===== src/rtl/cheri_branch_resolve_buffer.sv =====
// Multi-port branch/jump resolution classifier feeding an in-order FIFO to the frontend.
// Latency: 1 cycle enqueue-to-out_valid_o; ports stall on full FIFO, squash younger work after a mispredict.
module cheri_branch_resolve_buffer #(
  parameter int NrPorts   = 2,
  parameter int Depth     = 4,
  parameter int VLEN      = 64,
  parameter int MetaWidth = 64,
  parameter int CntWidth  = 32,
  localparam int MW       = (MetaWidth > 0) ? MetaWidth : 1
) (
  input  logic                    clk_i,
  input  logic                    rst_ni,
  input  logic                    flush_i,
  input  logic [NrPorts-1:0]      in_valid_i,
  output logic [NrPorts-1:0]      in_ready_o,
  input  logic [NrPorts*VLEN-1:0] in_pc_i,
  input  logic [NrPorts*VLEN-1:0] in_target_i,
  input  logic [NrPorts*VLEN-1:0] in_next_pc_i,
  input  logic [NrPorts-1:0]      in_is_branch_i,
  input  logic [NrPorts-1:0]      in_is_jalr_i,
  input  logic [NrPorts-1:0]      in_taken_i,
  input  logic [NrPorts-1:0]      in_pred_taken_i,
  input  logic [NrPorts*VLEN-1:0] in_pred_addr_i,
  input  logic [NrPorts*MW-1:0]   in_target_meta_i,
  input  logic [NrPorts*MW-1:0]   in_pcc_meta_i,
  output logic                    out_valid_o,
  input  logic                    out_ready_i,
  output logic [VLEN-1:0]         out_pc_o,
  output logic [VLEN-1:0]         out_target_o,
  output logic                    out_taken_o,
  output logic                    out_mispredict_o,
  output logic [CntWidth-1:0]     mispredict_cnt_o,
  output logic [CntWidth-1:0]     squash_cnt_o
);

  localparam int PW = (Depth > 1) ? $clog2(Depth) : 1;
  localparam int CW = $clog2(Depth + 1);
  localparam int NW = $clog2(NrPorts + 1);

  typedef struct packed {
    logic [VLEN-1:0] pc;
    logic [VLEN-1:0] target;
    logic            taken;
    logic            mispredict;
  } entry_t;

  typedef enum logic {S_RUN, S_DRAIN} state_e;

  state_e              r_state, w_state_nxt;
  entry_t              r_mem [Depth];
  logic [PW-1:0]       r_rd_ptr, r_wr_ptr;
  logic [CW-1:0]       r_count;
  logic [CntWidth-1:0] r_mp_cnt, r_sq_cnt;

  logic [NrPorts-1:0]  w_mp, w_acc, w_sq;
  entry_t              w_ent [NrPorts];
  logic [PW-1:0]       w_off [NrPorts];
  logic [CW-1:0]       w_free, w_n_acc;
  logic [NW-1:0]       w_n_sq;
  logic                w_blocked, w_mp_lower, w_deq, w_meta_ne;
  logic [CntWidth:0]   w_sq_sum;

  always_comb begin
    w_mp      = '0;
    w_meta_ne = 1'b0;
    for (int i = 0; i < NrPorts; i++) begin
      w_meta_ne = (MetaWidth > 0) &&
                  (in_target_meta_i[i*MW +: MW] != in_pcc_meta_i[i*MW +: MW]);
      if (in_is_branch_i[i])
        w_mp[i] = in_taken_i[i] != in_pred_taken_i[i];
      else if (in_is_jalr_i[i])
        w_mp[i] = !in_pred_taken_i[i] ||
                  (in_target_i[i*VLEN +: VLEN] != in_pred_addr_i[i*VLEN +: VLEN]) ||
                  w_meta_ne;
      else
        w_mp[i] = in_taken_i[i] != in_pred_taken_i[i];
      w_ent[i].pc         = in_pc_i[i*VLEN +: VLEN];
      w_ent[i].target     = in_taken_i[i] ? in_target_i[i*VLEN +: VLEN]
                                          : in_next_pc_i[i*VLEN +: VLEN];
      w_ent[i].taken      = in_taken_i[i];
      w_ent[i].mispredict = w_mp[i];
    end
  end

  // Free space is taken from cycle-start occupancy: a same-cycle dequeue gives no credit.
  assign w_free = CW'(Depth) - r_count;

  always_comb begin
    w_acc      = '0;
    w_sq       = '0;
    w_n_acc    = '0;
    w_n_sq     = '0;
    w_blocked  = 1'b0;
    w_mp_lower = 1'b0;
    for (int i = 0; i < NrPorts; i++) begin
      w_off[i] = r_wr_ptr + PW'(w_n_acc);
      if (!flush_i && in_valid_i[i]) begin
        if (r_state == S_DRAIN || w_mp_lower) begin
          w_sq[i] = 1'b1;
          w_n_sq  = w_n_sq + NW'(1);
        end else if (!w_blocked && (w_free > w_n_acc)) begin
          w_acc[i]   = 1'b1;
          w_n_acc    = w_n_acc + CW'(1);
          w_mp_lower = w_mp[i];
        end else begin
          w_blocked = 1'b1;
        end
      end
    end
  end

  assign in_ready_o = w_acc | w_sq;
  assign w_deq      = (r_count != '0) && out_ready_i;

  // Only one mispredicted entry can be buffered, and it is always the youngest.
  always_comb begin
    w_state_nxt = r_state;
    if (flush_i) begin
      w_state_nxt = S_RUN;
    end else begin
      case (r_state)
        S_RUN:   if (|(w_acc & w_mp)) w_state_nxt = S_DRAIN;
        S_DRAIN: if (w_deq && r_mem[r_rd_ptr].mispredict) w_state_nxt = S_RUN;
        default: w_state_nxt = S_RUN;
      endcase
    end
  end

  always_ff @(posedge clk_i or negedge rst_ni) begin
    if (!rst_ni) r_state <= S_RUN;
    else         r_state <= w_state_nxt;
  end

  always_ff @(posedge clk_i or negedge rst_ni) begin
    if (!rst_ni) begin
      r_rd_ptr <= '0;
      r_wr_ptr <= '0;
      r_count  <= '0;
      for (int k = 0; k < Depth; k++) r_mem[k] <= '0;
    end else if (flush_i) begin
      r_rd_ptr <= '0;
      r_wr_ptr <= '0;
      r_count  <= '0;
    end else begin
      for (int i = 0; i < NrPorts; i++)
        if (w_acc[i]) r_mem[w_off[i]] <= w_ent[i];
      r_wr_ptr <= r_wr_ptr + PW'(w_n_acc);
      if (w_deq) r_rd_ptr <= r_rd_ptr + PW'(1);
      r_count  <= r_count + w_n_acc - (w_deq ? CW'(1) : CW'(0));
    end
  end

  assign w_sq_sum = {1'b0, r_sq_cnt} + {{(CntWidth + 1 - NW){1'b0}}, w_n_sq};

  always_ff @(posedge clk_i or negedge rst_ni) begin
    if (!rst_ni) begin
      r_mp_cnt <= '0;
      r_sq_cnt <= '0;
    end else if (!flush_i) begin
      if (w_deq && r_mem[r_rd_ptr].mispredict && !(&r_mp_cnt))
        r_mp_cnt <= r_mp_cnt + CntWidth'(1);
      r_sq_cnt <= w_sq_sum[CntWidth] ? {CntWidth{1'b1}} : w_sq_sum[CntWidth-1:0];
    end
  end

  assign out_valid_o      = (r_count != '0);
  assign out_pc_o         = r_mem[r_rd_ptr].pc;
  assign out_target_o     = r_mem[r_rd_ptr].target;
  assign out_taken_o      = r_mem[r_rd_ptr].taken;
  assign out_mispredict_o = r_mem[r_rd_ptr].mispredict;
  assign mispredict_cnt_o = r_mp_cnt;
  assign squash_cnt_o     = r_sq_cnt;

endmodule


===== config.mk =====
export PLATFORM = sky130hd
export DESIGN_NAME = cheri_branch_resolve_buffer
export DESIGN_NICKNAME = d
export VERILOG_FILES = /design/src/rtl/cheri_branch_resolve_buffer.sv
export SDC_FILE = /design/constraint.sdc
export NUM_CORES = 2
export LEC_CHECK = 0
export CELL_PAD_IN_SITES_DETAIL_PLACEMENT = 2
export CELL_PAD_IN_SITES_GLOBAL_PLACEMENT = 2
export CORE_AREA = 2 2 380 382
export CTS_BUF_LIST = sky130_fd_sc_hd__clkbuf_2 sky130_fd_sc_hd__clkbuf_4 sky130_fd_sc_hd__clkbuf_8
export DETAILED_ROUTE_END_ITERATION = 12
export DIE_AREA = 0 0 382 384
export PLACE_DENSITY_LB_ADDON = 0.12
export SLEW_MARGIN = 10
export SYNTH_ARGS = -nofsm -noshare
export SYNTH_HDL_FRONTEND = slang
export SYNTH_SLANG_ARGS = --single-unit

===== constraint.sdc =====
create_clock -name clk_i -period 5.1 [get_ports clk_i]
set_input_delay 0.765 -clock clk_i [delete_from_list [all_inputs] [get_ports clk_i]]
set_output_delay 0.765 -clock clk_i [all_outputs]
set_load 0.02 [all_outputs]

# Word level (Yosys, flattened, before mapping)
# Index checks and enable logic that the tools add are counted.
# word_totals
output_inout_bits,197
elab_cells,129
ff_bits,592
inputBits,782
# op_classes
n_reduce_logical,23
bitwise_logic,7
n_eq_ne,6
magnitude_cmp,7
muxes,54
addsub,10
# op_table
op,n
520-bit 2-to-1 mux,3
520-bit bitwise mux,2
130-bit demux with 2-bit select,2
130-bit 2-to-1 mux,4
130-bit binary-select mux with 2-bit select,1
64-bit != test,4
64-bit 2-to-1 mux,2
32-bit by 2-bit adder with 33-bit output,1
"32-bit by 1-bit adder with 32-bit output, second input constant",1
32-bit 2-to-1 mux,1
32-bit AND reduction,1
1-bit 2-to-1 mux,28
3-bit 2-to-1 mux,5
2-bit 2-to-1 mux,5
"3-bit greater-or-equal comparator, second input constant",3
2-bit inverter with 3-bit output,3
1-bit logical AND,8
"3-bit by 1-bit < comparator with 1-bit output, second input constant",2
1-bit zero test,5
1-bit logical OR,5
"2-bit by 1-bit adder with 2-bit output, second input constant",2
2-bit adder,2
"3-bit by 1-bit adder with 3-bit output, second input constant",1
3-bit adder,1
other kinds (13),15

# Depth between registers and ports, before layout
# logic_depth
word_depth,16
mapped_depth,19
depth_no_buf,19

# Worst setup path before layout
# OpenSTA, ideal clock, no wires.
# synth_timing
kind,input port to flip-flop
from,input port in_pred_addr_i[37]
to,register r_sq_cnt[10] (netlist: squash_cnt_o[10])
setup_slack_ns,1.095
path_stages,17
setup_time_ns,0.134
t_arrival_ns,3.871
required_time_ns,4.966
cell_sequence,nor2b_1 > a2111o_1 > nor4_1 > nand4_1 > or4_1 > and2_0 > a31oi_1 > nor3_1 > ha_1 > inv_1 > fa_1 > nor2_1 > nand2_1 > nor3_1 > nand2_1 > clkbuf_1 > nand2_1
# synth_between
elab_chain_cells,13
# synth_rtl
item,line_no,source
start: declaration,23,"input logic [NrPorts*VLEN-1:0] in_pred_addr_i,"
64-bit != test,73,(in_target_i[i*VLEN +: VLEN] != in_pred_addr_i[i*VLEN +: VLEN]) ||
1-bit logical OR,72,w_mp[i] = !in_pred_taken_i[i] ||
1-bit logical OR,73,
1-bit 2-to-1 mux,71,else if (in_is_jalr_i[i])
1-bit 2-to-1 mux,69,if (in_is_branch_i[i])
1-bit 2-to-1 mux,101,end else if (!w_blocked && (w_free > w_n_acc)) begin
1-bit 2-to-1 mux,98,if (r_state == S_DRAIN || w_mp_lower) begin
1-bit 2-to-1 mux,97,if (!flush_i && in_valid_i[i]) begin
1-bit logical OR,98,
2-bit 2-to-1 mux,98,
2-bit 2-to-1 mux,97,
32-bit by 2-bit adder with 33-bit output,153,"assign w_sq_sum = {1'b0, r_sq_cnt} + {{(CntWidth + 1 - NW){1'b0}}, w_n_sq};"
32-bit 2-to-1 mux,162,r_sq_cnt <= w_sq_sum[CntWidth] ? {CntWidth{1'b1}} : w_sq_sum[CntWidth-1:0];
end signal: assignment,162,
end: declaration,53,"logic [CntWidth-1:0] r_mp_cnt, r_sq_cnt;"
# Every way passes these cells.
# A chain may end at the register's enable or synchronous reset.

# Worst setup path after layout
# layout_timing
from,input port in_target_i[15]
to,output port in_ready_o[1]
# layout_between
elab_chain_cells,12
word_cells_on_any_way,14
classes_between,1 x eq/ne; 9 x mux; 1 x bitwise; 3 x reduce/logical
# layout_rtl
item,line_no,source
start: declaration,17,"input logic [NrPorts*VLEN-1:0] in_target_i,"
64-bit != test (*),73,
1-bit logical OR (*),72,
1-bit logical OR (*),73,
1-bit 2-to-1 mux (*),71,
1-bit 2-to-1 mux (*),69,
1-bit 2-to-1 mux (*),101,
1-bit 2-to-1 mux (*),98,
1-bit 2-to-1 mux (*),97,
1-bit logical OR (*),98,
1-bit 2-to-1 mux,98,
1-bit 2-to-1 mux,97,
2-bit OR (*),112,assign in_ready_o = w_acc | w_sq;
end: declaration,15,"output logic [NrPorts-1:0] in_ready_o,"
# Every way passes the cells marked *; elsewhere a longest branch is shown, timed or not.

==> run metrics <==
Seq pwr share 0.318; type of element launching the critical path input port; Global Route Usage Sum 0.287; count of endpoints failing setup in the final report 0; number of buffers created by CTS 118; top cell family by delay on the critical path buffers and inverters; Core ar. 143000 sq um; crit path cell chain clkdlybuf4s50_1 -> xnor2_1 -> buf_4 -> nand4_1 -> nor4_1 -> nand4_1 -> or4_1 -> buf_4 -> buf_4 -> a31oi_4 -> a21oi_2 -> dlygate4sd2_1; top_reg_cell synth dfrtp_1; die extent in x 382 um; critical path peak fanout 2; cell count after synthesis 3023; delay of the slowest cell on the worst path 0.66 ns; area share of fa/ha/maj cells after synthesis 0.00550; combined area of all synthesized cells ~37000 sq um; antenna violations before repair 100; final period demand of the worst path 5.02 ns; clock-pin slew on the worst setup and hold paths 0.06 ns; largest cells by area after synthesis dfrtp_1 (40%), mux2i_1 (18%), mux2_2 (12%), mux4_2 (7.9%), mux2_1 (4.3%); input/output buffers 978; cell repeated most along the worst path buf_4; floorplan row count 139; Crit. End Element output pin; area fraction of the dominant cell type after synthesis 0.402; top cell types by occurrence after synthesis mux2i_1 (648), dfrtp_1 (592), mux2_2 (380), mux2_1 (140), mux4_2 (130); Sw Pwr 0.00867 W; number of max-capacitance violations reported 0; H-tree level count 3; mean routed wirelength per cell 34.9 um; number of fill cells 14.9k; count of TritonRoute iterations in the first routing pass 5; RSZ-0062 raised after global routing false; maximum number of pins on one net before global-route repair 100; count of routing violations after the opening detailed-route iteration 1947; number of nets in the final layout 4907; post-route fraction of the period consumed by the critical path 0.985; main combinational cell family by area after synthesis multiplexers; number of failing hold endpoints at the final stage 0; setup clock skew after layout 0.0517 ns; Clock Tree Root clkbuf_8; Residual DRC 0; combinational power share 0.448; number of clock sinks 592; wire length reported by the detailed router about 210 mm; final weighted congestion of routability-driven global placement 1.03; Post-Syn Area per Cell 12.2 sq um; final standard cell utilization of the core 0.372; Sw Ratio 0.358; max frequency 199 MHz; wire length of the first global-routing pass 292 mm; headroom to the max-slew limit 0.261; PwrDens 457 nW/um^2; via density per instance 5.07; vertical extent of the die 384 um; number of global-route vias before repair 34.2k; total power ~0.024 W; data arrival at the endpoint of the critical path between 4 and 5 ns; clock tree from TritonCTS yes; peak ir drop on the vdd network approximately 0.22 mV; Yosys cell types 49; relative contribution of the clock network to total power 0.235; total count of max-transition violations in the final report 0; actual slew at the worst max-slew pin 1.08 ns; area share of xor/xnor cells in the synthesized design 0.0437; Worst path slowest cell clkdlybuf4s50_1; number of synthesized flops with an enable pin 0; proportion of synthesized chip area in sequential cells 0.402; hold slack final 0.311 ns; Pleak 25.0 nW; DP HPWL 169 mm; floorplan die area 147000 sq um; multiplexer area fraction after synthesis 0.414; number of warnings issued by yosys 0; Area Overhead vs Synth 44.0%; crit path kind in -> out; clk_lat worst skew 0.82 ns; post-CTS setup repair buffer count 0; CP Data Required Time 4.34 ns; design internal power around 0.016 W; total of flip-flops plus latches after synthesis 592; synthesized-area fraction occupied by and/or/nand/nor cells 0.0733; most repeated cell in the gate-level netlist after synthesis mux2i_1; total nets after synthesis around 3.8k; Hold/Removal Path Class in -> reg; grt ovf 0; result of the run finished clean; remaining antenna violation count after routing 0; Initial Util 0.258; critical path buffer and inverter count 5; maximum count of clock buffers along a single path 3; async set or reset register ratio after synthesis 1.00; DR vias 31.2k; ports placed on the boundary 979; fraction of layout cells with a size suffix above 1 0.232; post-synthesis compound-gate area fraction 0.0282; cell taking the most area after synthesis dfrtp_1
cells in the final DEF, fill, tap and decap left out, types with 96 or more instances in the layout:
cell / n
xnor2_1: 109
clkbuf_8: 164
inv_1: 123
mux2i_1: 648
nor2_1: 96
clkdlybuf4s50_1: 973
mux4_2: 130
buf_4: 126
mux2_1: 140
mux2_2: 380
dfrtp_1: 590
layout make-up:
| class | instances | area [sq um] | area share |
|---|---|---|---|
| Clock inverter | 18 | 250 | 0.00472 |
| Clock buffer | 197 | 2500 | 0.0472 |
| Tap cell | 1903 | 2380 | 0.0449 |
| Multi-Input combinational cell | 2126 | 20900 | 0.394 |
| Antenna cell | 44 | 110 | 0.00208 |
| Sequential cell | 592 | 14800 | 0.279 |
| Timing Repair Buffer | 1149 | 11700 | 0.220 |
| Inverter | 123 | 462 | 0.00870 |
sequential cells by signal (all words and copies together) (netlist names):
signal            flops
mispredict_cnt_o     32
r_count               3
r_mem               520
r_rd_ptr              2
r_state               1
r_wr_ptr              2
squash_cnt_o         32
layer usage:
metal  wire (um)  GRT usage  up-vias
met5         242          0        -
met2      105000      0.483     1074
met4        9160      0.119       36
met3       12900     0.0618      337
met1       87700      0.354    16400
li1            -          -    13300
final timing paths:
path	startpoint	endpoint	slack, ns	cells past startpoint
hold reg to reg	mispredict_cnt_o[11]$_DFFE_PN0P_	mispredict_cnt_o[11]$_DFFE_PN0P_	0.50	1
setup reg to reg	r_count[0]$_DFF_PN0_	squash_cnt_o[28]$_DFFE_PN0N_	1.33	16
setup / recovery	in_target_i[15]	in_ready_o[1]	0.08	12
max in group asynchronous	rst_ni	squash_cnt_o[2]$_DFFE_PN0N_	3.33	3
min in group asynchronous	rst_ni	r_mem[498]$_DFFE_PN0N_	0.60	2
hold / removal	flush_i	squash_cnt_o[1]$_DFFE_PN0N_	0.31	2
timing repair:
item	4_1_cts	5_1_grt
setup endpoints to repair	1	1
hold buffers	1	0
hold endpoints to repair	81	0
gates resized for setup	2	3
pin swaps	1	1
power by group through the flow:
stage | Combinational (W) | Clock [W] | Sequential [W]
floorplan | 0.00639 | 0 | 0.00731
global placement | 0.0107 | 0 | 0.00767
detailed placement | 0.0110 | 0 | 0.00775
CTS | 0.0110 | 0.00592 | 0.00768
global route | 0.0116 | 0.00610 | 0.00794
finish | 0.0109 | 0.00569 | 0.00770
cell families (layout without fill, tap and decap cells):
logic type / Yosys count / in the layout
AOI/OAI and AO/OA: 132 / 132
xor gates and xnor gates: 184 / 184
adders and majority gates: 15 / 15
buffers and inverters: 305 / 1487
DFF: 592 / 592
muxes: 1298 / 1298
other: 0 / 44
and+or+nand+nor: 497 / 497
worst reg2reg max path, delay by kind of cell, from the launching register on:
family / cells / cell delay [ns]
AND/OR/NAND/NOR: 8 / 1.72
adder cells (fa/ha/maj): 4 / 1.15
flip-flops: 1 / 0.35
XOR/XNOR: 1 / 0.19
buffers and inverters: 2 / 0.15
AO/OA/AOI/OAI: 1 / 0.14
per-stage QoR:
stage	std cells	setup WS [ns]	setup TNS, ns	area, sq um
2_1_floorplan	3023	1.09	0	36900
3_3_place_gp	5892	-0.317	-6.41	50200
3_5_place_dp	5892	-0.355	-7.64	50200
4_1_cts	6108	0.0274	0	52900
5_1_grt	6141	0.112	0	53000
6_report	6152	0.0754	0	53100
(Power assumes the default switching activity.)
